File: src/rtl/bali_pkg.sv
// Shared bytecode definitions: opcode constants and the instruction-length decoder
// used by both the fetch stage and the cpu decoder.
package bali_pkg;

  localparam logic [7:0] OP_BIPUSH   = 8'h10;
  localparam logic [7:0] OP_SIPUSH   = 8'h11;
  localparam logic [7:0] OP_LDC      = 8'h12;
  localparam logic [7:0] OP_ILOAD    = 8'h15;
  localparam logic [7:0] OP_ISTORE   = 8'h36;
  localparam logic [7:0] OP_IINC     = 8'h84;
  localparam logic [7:0] OP_IF_FIRST = 8'h99;
  localparam logic [7:0] OP_IF_LAST  = 8'hA6;
  localparam logic [7:0] OP_GOTO     = 8'hA7;

  typedef logic [1:0] instr_len_t;

  function automatic instr_len_t instr_len(input logic [7:0] op);
    if (op == OP_BIPUSH || op == OP_LDC || op == OP_ILOAD || op == OP_ISTORE)
      return 2'd2;
    else if (op == OP_SIPUSH || op == OP_IINC || op == OP_GOTO ||
             (op >= OP_IF_FIRST && op <= OP_IF_LAST))
      return 2'd3;
    else
      return 2'd1;
  endfunction

endpackage

File: src/rtl/instr_fetch_if.sv
// Bundle of the program-memory read port, the redirect request and the
// instruction valid/ready handshake between fetch stage and cpu.
interface instr_fetch_if #(parameter int ADDR_W = 8);
  logic              mem_rd;
  logic [ADDR_W-1:0] mem_addr;
  logic [7:0]        mem_data;
  logic              redirect;
  logic [ADDR_W-1:0] redirect_pc;
  logic              instr_valid;
  logic              instr_ready;
  logic [7:0]        op_code;
  logic [7:0]        arg1;
  logic [7:0]        arg2;
  logic [ADDR_W-1:0] instr_pc;

  modport master (
    output mem_rd, mem_addr, instr_valid, op_code, arg1, arg2, instr_pc,
    input  mem_data, redirect, redirect_pc, instr_ready
  );

  modport slave (
    input  mem_rd, mem_addr, instr_valid, op_code, arg1, arg2, instr_pc,
    output mem_data, redirect, redirect_pc, instr_ready
  );
endinterface

File: src/rtl/instr_fetch_buf.sv
// Byte-wide prefetch shift buffer: pops 0..3 bytes from the head and pushes one
// byte at the tail in the same cycle; exposes the three head bytes.
module fetch_buf #(
  parameter int BUF_DEPTH = 4,
  parameter int CNT_W     = $clog2(BUF_DEPTH + 1)
) (
  input  logic             clk,
  input  logic             rst_n,
  input  logic             flush,
  input  logic             push,
  input  logic [7:0]       push_data,
  input  logic [1:0]       pop_n,
  output logic [CNT_W-1:0] count,
  output logic [7:0]       peek0,
  output logic [7:0]       peek1,
  output logic [7:0]       peek2
);
  localparam int IDX_W = $clog2(BUF_DEPTH);

  logic [7:0]       data_q [BUF_DEPTH];
  logic [7:0]       data_d [BUF_DEPTH];
  logic [CNT_W-1:0] count_q, count_d;
  logic [IDX_W-1:0] src_idx, wr_idx;

  always_comb begin
    data_d  = data_q;
    count_d = count_q;
    src_idx = '0;
    wr_idx  = '0;
    if (flush) begin
      count_d = '0;
    end else begin
      for (int i = 0; i < BUF_DEPTH; i++) begin
        if (i + int'(pop_n) < BUF_DEPTH) begin
          src_idx   = IDX_W'(i + int'(pop_n));
          data_d[i] = data_q[src_idx];
        end
      end
      // Tail slot after the pop; the issuer never lets count+inflight exceed depth.
      if (push) begin
        wr_idx         = IDX_W'(int'(count_q) - int'(pop_n));
        data_d[wr_idx] = push_data;
      end
      count_d = count_q + CNT_W'(push) - CNT_W'(pop_n);
    end
  end

  always_ff @(posedge clk) begin
    if (!rst_n) count_q <= '0;
    else        count_q <= count_d;
  end

  always_ff @(posedge clk) begin
    data_q <= data_d;
  end

  assign count = count_q;
  // Masking empty slots keeps never-written storage from reaching the decoder.
  assign peek0 = (count_q > CNT_W'(0)) ? data_q[0] : 8'h00;
  assign peek1 = (count_q > CNT_W'(1)) ? data_q[1] : 8'h00;
  assign peek2 = (count_q > CNT_W'(2)) ? data_q[2] : 8'h00;

endmodule

File: src/rtl/instr_fetch.sv
// Fetch stage: streams bytecode into a prefetch buffer and hands the cpu one
// length-decoded instruction per accept, with redirect flush support.
module instr_fetch
  import bali_pkg::*;
#(
  parameter int ADDR_W    = 8,
  parameter int BUF_DEPTH = 4
) (
  input  logic          clk,
  input  logic          rst_n,
  instr_fetch_if.master bus
);
  localparam int CNT_W = $clog2(BUF_DEPTH + 1);

  logic [ADDR_W-1:0] fetch_pc_q, fetch_pc_d;
  logic [ADDR_W-1:0] instr_pc_q, instr_pc_d;
  logic              inflight_q, inflight_d;
  logic              run_q, run_d;

  logic [CNT_W-1:0]  count;
  logic [7:0]        peek0, peek1, peek2;
  instr_len_t        head_len;
  logic              valid, accept, mem_rd;
  logic [1:0]        pop_n;

  fetch_buf #(.BUF_DEPTH(BUF_DEPTH), .CNT_W(CNT_W)) u_buf (
    .clk       (clk),
    .rst_n     (rst_n),
    .flush     (bus.redirect),
    .push      (inflight_q),
    .push_data (bus.mem_data),
    .pop_n     (pop_n),
    .count     (count),
    .peek0     (peek0),
    .peek1     (peek1),
    .peek2     (peek2)
  );

  always_comb begin
    head_len   = instr_len(peek0);
    valid      = (count >= CNT_W'(head_len));
    // run_q holds off the first read until the cycle after reset is released.
    mem_rd     = run_q && ((int'(count) + int'(inflight_q)) < BUF_DEPTH);
    accept     = valid && bus.instr_ready && !bus.redirect;
    pop_n      = accept ? head_len : 2'd0;
    run_d      = 1'b1;
    // A read issued during a redirect is killed here, so its data is never pushed.
    inflight_d = mem_rd && !bus.redirect;
    fetch_pc_d = bus.redirect ? bus.redirect_pc : fetch_pc_q + ADDR_W'(mem_rd);
    instr_pc_d = instr_pc_q;
    if (bus.redirect)  instr_pc_d = bus.redirect_pc;
    else if (accept)   instr_pc_d = instr_pc_q + ADDR_W'(head_len);
  end

  always_ff @(posedge clk) begin
    if (!rst_n) begin
      fetch_pc_q <= '0;
      instr_pc_q <= '0;
      inflight_q <= 1'b0;
      run_q      <= 1'b0;
    end else begin
      fetch_pc_q <= fetch_pc_d;
      instr_pc_q <= instr_pc_d;
      inflight_q <= inflight_d;
      run_q      <= run_d;
    end
  end

  assign bus.mem_rd      = mem_rd;
  assign bus.mem_addr    = fetch_pc_q;
  assign bus.instr_valid = valid;
  assign bus.op_code     = valid ? peek0 : 8'h00;
  assign bus.arg1        = (valid && head_len >= 2'd2) ? peek1 : 8'h00;
  assign bus.arg2        = (valid && head_len == 2'd3) ? peek2 : 8'h00;
  assign bus.instr_pc    = instr_pc_q;

endmodule

File: src/flat_wrapper.sv
// flat-port wrapper written by rule: the top's interface ports become plain ports
module instr_fetch_flat import bali_pkg::*;
#(
  parameter int ADDR_W    = 8,
  parameter int BUF_DEPTH = 4
)
  (clk, rst_n, bus_mem_rd, bus_mem_addr, bus_instr_valid, bus_op_code, bus_arg1, bus_arg2, bus_instr_pc, bus_mem_data, bus_redirect, bus_redirect_pc, bus_instr_ready);
  instr_fetch_if #(.ADDR_W(ADDR_W)) bus_i ();
  input  logic clk;
  input  logic rst_n;
  output wire logic [$bits(bus_i.mem_rd)-1:0] bus_mem_rd;
  output wire logic [$bits(bus_i.mem_addr)-1:0] bus_mem_addr;
  output wire logic [$bits(bus_i.instr_valid)-1:0] bus_instr_valid;
  output wire logic [$bits(bus_i.op_code)-1:0] bus_op_code;
  output wire logic [$bits(bus_i.arg1)-1:0] bus_arg1;
  output wire logic [$bits(bus_i.arg2)-1:0] bus_arg2;
  output wire logic [$bits(bus_i.instr_pc)-1:0] bus_instr_pc;
  input wire logic [$bits(bus_i.mem_data)-1:0] bus_mem_data;
  input wire logic [$bits(bus_i.redirect)-1:0] bus_redirect;
  input wire logic [$bits(bus_i.redirect_pc)-1:0] bus_redirect_pc;
  input wire logic [$bits(bus_i.instr_ready)-1:0] bus_instr_ready;
  assign bus_mem_rd = bus_i.mem_rd;
  assign bus_mem_addr = bus_i.mem_addr;
  assign bus_instr_valid = bus_i.instr_valid;
  assign bus_op_code = bus_i.op_code;
  assign bus_arg1 = bus_i.arg1;
  assign bus_arg2 = bus_i.arg2;
  assign bus_instr_pc = bus_i.instr_pc;
  assign bus_i.mem_data = bus_mem_data;
  assign bus_i.redirect = bus_redirect;
  assign bus_i.redirect_pc = bus_redirect_pc;
  assign bus_i.instr_ready = bus_instr_ready;
  instr_fetch #(.ADDR_W(ADDR_W), .BUF_DEPTH(BUF_DEPTH)) u_core (.clk(clk), .rst_n(rst_n), .bus(bus_i));
endmodule
File: config.mk
export PLATFORM = sky130hd
export DESIGN_NAME = instr_fetch_flat
export DESIGN_NICKNAME = d
export VERILOG_FILES = /design/src/rtl/bali_pkg.sv /design/src/rtl/instr_fetch_if.sv /design/src/rtl/instr_fetch_buf.sv /design/src/rtl/instr_fetch.sv /design/src/flat_wrapper.sv
export SDC_FILE = /design/constraint.sdc
export NUM_CORES = 1
export LEC_CHECK = 0
export CAP_MARGIN = 20
export CORE_ASPECT_RATIO = 1.5
export CORE_UTILIZATION = 50
export CTS_BUF_LIST = sky130_fd_sc_hd__clkbuf_2 sky130_fd_sc_hd__clkbuf_4 sky130_fd_sc_hd__clkbuf_8
export CTS_CLUSTER_SIZE = 28
export DETAILED_ROUTE_END_ITERATION = 12
export GPL_TIMING_DRIVEN = 0
export PLACE_DENSITY = 0.79
export SKIP_LAST_GASP = 1
export SYNTH_ARGS = -nofsm -noshare
export SYNTH_HDL_FRONTEND = slang
export SYNTH_SLANG_ARGS = --single-unit
File: constraint.sdc
create_clock -name clk -period 5.32 [get_ports clk]
set_input_delay 0.532 -clock clk [delete_from_list [all_inputs] [get_ports clk]]
set_output_delay 0.532 -clock clk [all_outputs]
set_load 0.1 [all_outputs]
==> After elaboration in Yosys (flattened, before gate mapping) <==
Cells that the tools add are included.
{ "word_totals": {"register_bits": 53, "input_bits": 20, "output_inout_bits": 42, "word_cells": 104} }
{ "op_classes": {"addsub": 9, "magnitude_cmp": 18, "n_eq_ne": 8, "n_mux": 37, "bitwise": 6, "n_reduce_logical": 17} }
{ "op_table": {"columns": ["op", "count"], "rows": [
  ["2-to-1 mux 8 bit", 26],
  ["less-than comparator 32 x 4 -> 1 bit (second input constant)", 4],
  ["binary-select mux 8 bit (select 2 bit)", 4],
  ["bitwise mux 32 bit", 1],
  ["== test 8 x 5 -> 1 bit (second input constant)", 4],
  ["2-to-1 mux 32 bit", 1],
  ["demux 8 bit (select 2 bit)", 1],
  ["== test 8 bit (second input constant)", 2],
  [">= comparator 3 bit (second input constant)", 5],
  ["NOT 2 -> 3 bit", 5],
  ["adder 8 x 1 -> 8 bit", 1],
  ["adder 8 x 2 -> 8 bit", 1],
  ["== test 8 x 6 -> 1 bit (second input constant)", 1],
  [">= comparator 8 bit (second input constant)", 1],
  ["<= comparator 8 bit (second input constant)", 1],
  ["logical AND 1 bit", 8],
  ["adder 2 x 2 -> 3 bit (first input constant)", 2],
  ["> comparator 3 x 1 -> 1 bit (second input constant)", 2],
  ["logical OR 1 bit", 6],
  ["2-to-1 mux 2 bit", 3],
  ["adder 3 x 1 -> 4 bit", 1],
  ["adder 1 x 2 -> 3 bit (first input constant)", 1],
  ["adder 3 x 1 -> 3 bit", 1],
  [">= comparator 3 x 2 -> 1 bit", 1],
  ["other kinds (12)", 12]
]} }

==> Longest topological paths before layout <==
Gate-level depths: netlist of the first run.
{ "depth": {"depth_word": 21, "depth_mapped": 21, "ltp_nobuf": 17} }

==> Hierarchy <==
From an unflattened synthesis of the first run, not the netlist that was laid out.
{ "unflattened": {"hier_cells": 389, "hier_area_um2": 3870.0} }
{ "by_module_without_submodules": {"columns": ["module", "instances", "cells_each", "area_per_inst_um2", "seq_area_each_um2"], "rows": [
  ["fetch_buf", 1, 227, 2598.7, 1021.0],
  ["instr_fetch", 1, 162, 1271.2, 360.3]
]} }

==> Worst setup path before layout of the first run <==
OpenSTA, ideal clock, no wires.
{ "synth_path": {"path_type": "flip-flop to output port", "from": "register u_core.u_buf.data_q[31] (netlist bit)", "to": "output port bus_arg1[1]", "t_arrival_ps": 5050, "required_time_ps": 4788, "slack_ps": -262, "stages_incl_launch_ff": 8, "n_path_buf": 0, "cell_sequence": "edfxtp_1 -> nor2b_1 -> or4_1 -> a2111oi_2 -> nor2_1 -> ha_1 -> a211oi_1 -> nor4_1"} }
{ "synth_between": {"elab_chain_len": 10, "word_cells_on_any_way": 23, "classes_between": "4 x order compare; 7 x eq/ne; 4 x mux; 8 x reduce/logical"} }
{ "synth_lines": {"columns": ["element", "line", "source"], "rows": [
  ["start: declaration", "instr_fetch_buf.sv:20", "logic [7:0] data_q [BUF_DEPTH];"],
  ["start signal: assignment", "instr_fetch_buf.sv:54", "data_q <= data_d;"],
  ["2-to-1 mux 8 bit (*)", "instr_fetch_buf.sv:59", "assign peek0 = (count_q > CNT_W'(0)) ? data_q[0] : 8'h00;"],
  ["branches (longest 5 deep; another with >= comparator 8 bit)", null, null],
  ["2-to-1 mux 2 bit (*)", "bali_pkg.sv:18", "if (op == OP_BIPUSH || op == OP_LDC || op == OP_ILOAD || op == OP_ISTORE)"],
  [">= comparator 3 x 2 -> 1 bit or >= comparator 2 bit (tied branches)", "instr_fetch.sv:41, instr_fetch.sv:73", null],
  ["logical AND 1 bit (*)", "instr_fetch.sv:73", "assign bus.arg1 = (valid && head_len >= 2'd2) ? peek1 : 8'h00;"],
  ["2-to-1 mux 8 bit (*)", "instr_fetch.sv:73", null],
  ["end: declaration", "flat_wrapper.sv:15", "output wire logic [$bits(bus_i.arg1)-1:0] bus_arg1;"]
]} }
Every way passes the cells marked *.

==> Worst setup path after layout of the first run <==
{ "layout_path": {"from": "register u_core.u_buf.data_q[31] (netlist bit)", "to": "output port bus_arg1[6]"} }
The elaborated chain is that of the path after synthesis.

==> reports/results.ini, run 1 <==
[outcome]
status = finished clean

[final_layout]
stdcell_area_sq_mm = 0.00474
drive_above_1_share_pct = 14.8
fin_cells = 552
area_growth_pct = 25.5
antennaDiodeCount = 0
fin_util_pct = 65.2
fin_nets = 483

[route]
wl_microns = 9790
wire_per_inst_microns = 17.7
drcViolationCount = 0
drt_pass1_iterations = 4
num_vias = 3217
ant_nets = 0
drt-initial-drc-count = 282
vias_per_cell = 5.83

[synth]
syn_nets = 413
synth_edf_count = 32
syn_inst = 381
synth_warnings = 0
yosys-top-cells-area = edfxtp_1, dfxtp_1, mux2i_1
ys.flop_type = edfxtp_1
yosysTopAreaCellShare_pct = 25.4
syn-cell-area_sq_mm = 0.00378
synth_top_area_cell = edfxtp_1
async_reset_ff_share_pct = 0
ys_types = 54
yosys_register_bits = 53
avgSynthCellArea_sq_um = 9.92
seq_area_frac_synth_pct = 36.5
yosysMostFrequentCell = edfxtp_1
yosys-top-cells-count = edfxtp_1, a21oi_1, mux2i_1, nor2_1

[setup_path]
critPathTopFamily = simple AND/OR/NAND/NOR gates
crit_chain = nor2b_1, or4_1, a2111oi_2, nor2_1, ha_1, a211oi_2, nor3_1, and2_1, dlygate4sd2_1
cp-end-kind = output port
required_ns = 4.79
r2r_start = u_core.u_buf.data_q[31]
critical-path-slowest-cell = dlygate4sd2_1
r2r_cells = 16
worstPathMaxFanout = 8
r2r-end = u_core.u_buf.data_q[6]
path_class = register to output port
critPathMaxStageDelay_ns = 0.85
cp.depth = 9
worst-path-buf-inv = 1
worstSetupStartpointType = register
arrival_ns = 4.72
ff2ff_setup_slack_ns = 0.19

[clock_network]
clkTransAtPathRegs_ns = 0.11
cts_tree = yes
root_buffer = clkbuf_8
clk_latency_ns = 0.33
htree_levels = 2
cts_made_buffers = 5
clock_sinks = 53
cts.path.max_buffers = 2

[power]
vdd_drop_max_mv = 0.201
p_leak_nw = 2.05
power_density_mw_per_mm2 = 227

[place]
portBuffers = 61
dp_hpwl_microns = 7010
dp.cells = 543
routabilityCongestion = 0.875
place_area_sq_mm = 0.00454

[floorplan]
die_x_microns = 73.0
dieArea_sq_mm = 0.00792
rows = 38
die_y_microns = 109
start_util_pct = 52.0
core_area_sq_mm = 0.00727
ios = 62

[global_route]
grt_remaining_overflow = 0
grtUsageTotal_pct = 26.4
antenna_found_initial = 0
grt_pass1_vias = 3117
grt_max_degree = 36
grt_pass1_wl_microns = 15700

[timing]
setup_tns_ns = 0
hold_viol_final = 0
rsz0062_at_grt = true
worstMarginPinSlew_ns = 0.993
drv_slew = 0
period_needed_ns = 5.25
fmax_mhz = 191
finalSetupViolations = 0
min_period_over_period_pct = 98.7
slew_headroom_pct = 33.6
skew_ns = 0.0163

[flow_run]
drv_cap = 0

[worst_hold_path]
hold_depth = 2
min_to = u_core.bus.mem_addr[7]
worstHoldStart = u_core.bus.mem_addr[7]
hold_path_class = register to register

==> flip-flops by register name, indices dropped and copies added (netlist names) <==
name / count
u_core.run_q: 1
u_core.u_buf.count: 3
u_core.bus.mem_addr: 8
u_core.u_buf.data_q: 32
u_core.inflight_q: 1
u_core.bus.instr_pc: 8
==> metal layers <==
metal / part of all wire [%] / wire (microns) / global-route usage (%)
met5: 0 / 0 / 0
met4: 4.0 / 392 / 13.6
met1: 38 / 3690 / 29.8
met2: 51 / 5030 / 46.5
met3: 6.9 / 671 / 4.94
==> tightest hold or removal path, delay by kind of cell (launching register included) <==
kind / cells / cell delay, ns
xor gates and xnor gates: 1 / 0.07
DFF: 1 / 0.35
AOI/OAI and AO/OA: 1 / 0.13
==> through the flow <==
| stage | setup WS, ns | hold slack, ns | total power, mW |
|---|---|---|---|
| 2_1_floorplan | -0.262 | 0.560 | 0.705 |
| 3_3_place_gp | -1.13 | 0.558 | 0.772 |
| 3_5_place_dp | -1.19 | 0.557 | 0.779 |
| 4_1_cts | 0.00688 | 0.583 | 1.08 |
| 5_1_grt | -0.111 | 0.609 | 1.11 |
| 6_report | 0.0713 | 0.583 | 1.07 |
==> cell type report <==
| cell class | instances | area, sq um |
|---|---|---|
| Sequential cell | 53 | 1380 |
| Fill cell | 619 | 2530 |
| Clock buffer | 6 | 82.6 |
| Clock inverter | 2 | 37.5 |
| Inverter | 18 | 72.6 |
| Tap cell | 100 | 125 |
| Multi-Input combinational cell | 289 | 2250 |
| Buffer | 20 | 121 |
| Timing Repair Buffer | 64 | 676 |
==> layout by cell type (no fill, tap or decap), drive strengths merged, types with 3 or more instances in the layout <==
cell type	netlist	layout
a21boi	3	3
a21oi	30	30
and2	27	27
and3	7	7
buf	13	16
clkbuf	8	13
clkdlybuf4s50	0	40
dfxtp	21	21
dlygate4sd2	0	6
dlymetal6s2s	0	15
edfxtp	32	32
ha	10	10
inv	18	18
mux2	12	12
mux2i	33	33
mux4	12	12
nand2	28	28
nand2b	3	3
nand3	11	11
nor2	30	30
nor2b	4	4
nor3	7	7
o211ai	4	4
o21ai	22	22
o22ai	4	4
o2bb2ai	3	3
xnor2	6	6
xor2	8	8
==> cells by family after synthesis <==
logic type	count (synthesis)	share of synthesized area, %
muxes	57	20.5
AOI/OAI and AO/OA	80	12.8
DFF	53	36.5
buffers and inverters	39	5.03
xor gates and xnor gates	14	3.24
adders and majority gates	12	4.37
and+or+nand+nor	126	17.5
==> worst max path at each step <==
| stage | from | to |
|---|---|---|
| CTS | u_core.u_buf.data_q[31] | u_core.u_buf.data_q[6] |
| finish | u_core.u_buf.data_q[31] | bus_arg1[6] |
| global route | u_core.u_buf.data_q[31] | bus_arg1[6] |
| global placement | u_core.u_buf.data_q[31] | u_core.u_buf.data_q[3] |
| floorplan | u_core.u_buf.data_q[31] | bus_arg1[1] |
| detailed placement | u_core.u_buf.data_q[31] | u_core.u_buf.data_q[3] |
==> power by group <==
group          internal, mW  total [mW]  switching, mW
clock network         0.153       0.299          0.145
registers             0.476       0.515         0.0388
logic                 0.104       0.261          0.156
==> repair_timing <==
item                       CTS  global route
hold buffers                 0             0
resized for setup           15            19
setup endpoints to repair   54            44
pin swaps                    0             1
buffers inserted             0             2
Power figures use the tool's default switching activity.
==> inputs of run 2 (changes only) <==
--- a/config.mk
+++ b/config.mk
@@ -11,7 +11,6 @@
 export CTS_BUF_LIST = sky130_fd_sc_hd__clkbuf_2 sky130_fd_sc_hd__clkbuf_4 sky130_fd_sc_hd__clkbuf_8
 export CTS_CLUSTER_SIZE = 28
 export DETAILED_ROUTE_END_ITERATION = 12
-export GPL_TIMING_DRIVEN = 0
 export PLACE_DENSITY = 0.79
 export SKIP_LAST_GASP = 1
 export SYNTH_ARGS = -nofsm -noshare
==> run 2 against run 1 <==
Compared with the run above:
- maximum frequency is 6.5% higher
- global-route usage is 2.3 points lower
- critical path type is now register to register
- non-clock buffer count is 15 lower
- sequential power hardly changed
==> reports/results.ini, run 2 (synthesis results as in run 1) <==
[power]
vdd_drop_max_mv = 0.188  ; was 0.201 mV
p_leak_nw = 1.73  ; was 2.05 nW
power_density_mw_per_mm2 = 236  ; was 227 mW/mm^2

[setup_path]
worstSetupStartpointType = register  ; unchanged
r2r-end = u_core.u_buf.data_q[9]  ; was u_core.u_buf.data_q[6]
required_ns = 5.40  ; was 4.79 ns
path_class = register to register  ; was register to output port
cp-endpoint = u_core.u_buf.data_q[9]  ; was bus_arg1[6]
arrival_ns = 5.01  ; was 4.72 ns
worstPathMaxFanout = 15  ; was 8
cp-end-kind = register  ; was output port
r2r_start = u_core.u_buf.data_q[31]  ; unchanged
r2r_cells = 12  ; was 16
ff2ff_setup_slack_ns = 0.39  ; was 0.19 ns
cp-startpoint = u_core.u_buf.data_q[31]  ; unchanged

[clock_network]
clock_sinks = 53  ; unchanged
htree_levels = 2  ; unchanged
clk_latency_ns = 0.32  ; was 0.33 ns
cts.path.max_buffers = 2  ; unchanged
postCtsHoldBufs = 0  ; unchanged
cts_made_buffers = 5  ; unchanged
cts_tree = yes  ; unchanged
post_cts_buffers = 0  ; unchanged
root_buffer = clkbuf_8  ; unchanged
clkTransAtPathRegs_ns = 0.10  ; was 0.11 ns
ctsResizeCount = 0  ; was 15

[timing]
fmax_mhz = 203  ; was 191 MHz
skew_ns = 0.0141  ; was 0.0163 ns
drv_slew = 0  ; unchanged
setup_tns_ns = 0  ; unchanged
slew_headroom_pct = 33.3  ; was 33.6%
rsz0062_at_grt = false  ; was true
worstMarginPinSlew_ns = 0.997  ; was 0.993 ns
period_needed_ns = 4.93  ; was 5.25 ns
finalWorstSetupSlack_ns = 0.391  ; was 0.0713 ns
hold_viol_final = 0  ; unchanged
min_period_over_period_pct = 92.7  ; was 98.7%
finalSetupViolations = 0  ; unchanged

[final_layout]
fin_nets = 468  ; was 483
drive_above_1_share_pct = 17.6  ; was 14.8%
antennaDiodeCount = 0  ; unchanged
mostFrequentLayoutCells = clkdlybuf4s50_1, buf_4, edfxtp_1  ; was clkdlybuf4s50_1, edfxtp_1, mux2i_1, a21oi_1, nor2_1
largest_reg_flops = 32  ; unchanged
final_common_cell = clkdlybuf4s50_1  ; unchanged
fin_cells = 537  ; was 552
area_growth_pct = 19.6  ; was 25.5%
top_register = u_core.u_buf.data_q  ; unchanged

[route]
wire_per_inst_microns = 16.7  ; was 17.7 microns
drt-initial-drc-count = 165  ; was 282
num_vias = 3090  ; was 3217
ant_nets = 0  ; unchanged
drt_pass1_iterations = 4  ; unchanged
vias_per_cell = 5.75  ; was 5.83
drcViolationCount = 0  ; unchanged
wl_microns = 8990  ; was 9790 microns

[floorplan]
die_y_microns = 109  ; unchanged
ios = 62  ; unchanged
die_x_microns = 73.0  ; unchanged
start_util_pct = 52.0  ; unchanged
rows = 38  ; unchanged
core_area_sq_mm = 0.00727  ; unchanged
dieArea_sq_mm = 0.00792  ; unchanged

[global_route]
grt_max_degree = 39  ; was 36
grtUsageTotal_pct = 24.1  ; was 26.4%
grt_remaining_overflow = 0  ; unchanged
grt_pass1_vias = 3006  ; was 3117
grt_pass1_wl_microns = 14400  ; was 15700 microns
antenna_found_initial = 0  ; unchanged

[place]
routabilityCongestion = 0.903  ; was 0.875
portBuffers = 61  ; unchanged
dpl_worst_slack_ns = 0.448  ; was -1.19 ns
dp.cells = 529  ; was 543
dp_hpwl_microns = 6470  ; was 7010 microns

[worst_hold_path]
hold_path_class = register to register  ; unchanged

[outcome]
status = finished clean  ; unchanged

[flow_run]
drv_cap = 0  ; unchanged

-- run 2: per-layer routing --
layer  part of all wire (%)  track usage (%)
met1                     40             27.2
met2                     51             42.8
met3                    5.6             4.75
met4                    2.9             11.3
met5                      0                0
-- run 2: layout make-up --
class | count | area (sq um)
clock buffer | 7 | 90.1
clock inverter | 1 | 30.0
fill | 640 | 2750
inverter | 18 | 72.6
multi-input combinational | 289 | 2210
sequential | 53 | 1380
tap | 100 | 125
timing repair buffer | 69 | 608
-- run 2: per-stage QoR --
| stage | instance area (sq um) | hold WS, ns | utilization (%) | power (mW) |
|---|---|---|---|---|
| final | 4520 | 0.579 | 62.1 | 1.07 |
| after global routing | 4520 | 0.605 | 62.1 | 1.10 |
| after CTS | 4520 | 0.582 | 62.1 | 1.07 |
| after detailed placement | 4400 | 0.560 | 60.5 | 0.778 |
| after global placement | 4400 | 0.554 | 60.5 | 0.770 |
| after floorplan | 3780 | 0.560 | - | 0.705 |
-- run 2: critical path: stages (launching register included) --
cell and delay, ns:
edfxtp_1 0.49, nor2b_1 0.20, or4_1 0.51, a2111oi_2 0.54
nor2_1 0.22, ha_1 0.34, a31oi_1 0.11, nor2_1 0.55
o21ai_2 0.17, ha_1 0.40, nor3b_1 0.54, mux2i_4 0.30
mux2_2 0.34
-- run 2: how the worst min path moves through the flow --
stage | endpoint | cells past startpoint | start
3_5_place_dp | u_core.bus.instr_pc[7] | 2 | u_core.bus.instr_pc[7]
6_report | u_core.bus.instr_pc[7] | 2 | u_core.bus.instr_pc[7]
3_3_place_gp | u_core.bus.instr_pc[7] | 2 | u_core.bus.instr_pc[7]
5_1_grt | u_core.bus.instr_pc[7] | 2 | u_core.bus.instr_pc[7]
2_1_floorplan | u_core.run_q | 0 | rst_n
4_1_cts | u_core.bus.instr_pc[7] | 2 | u_core.bus.instr_pc[7]
-- run 2: power breakdown --
group | internal [mW] | total, mW | switching (mW)
logic | 0.101 | 0.252 | 0.152
registers | 0.476 | 0.517 | 0.0410
clock network | 0.159 | 0.297 | 0.138
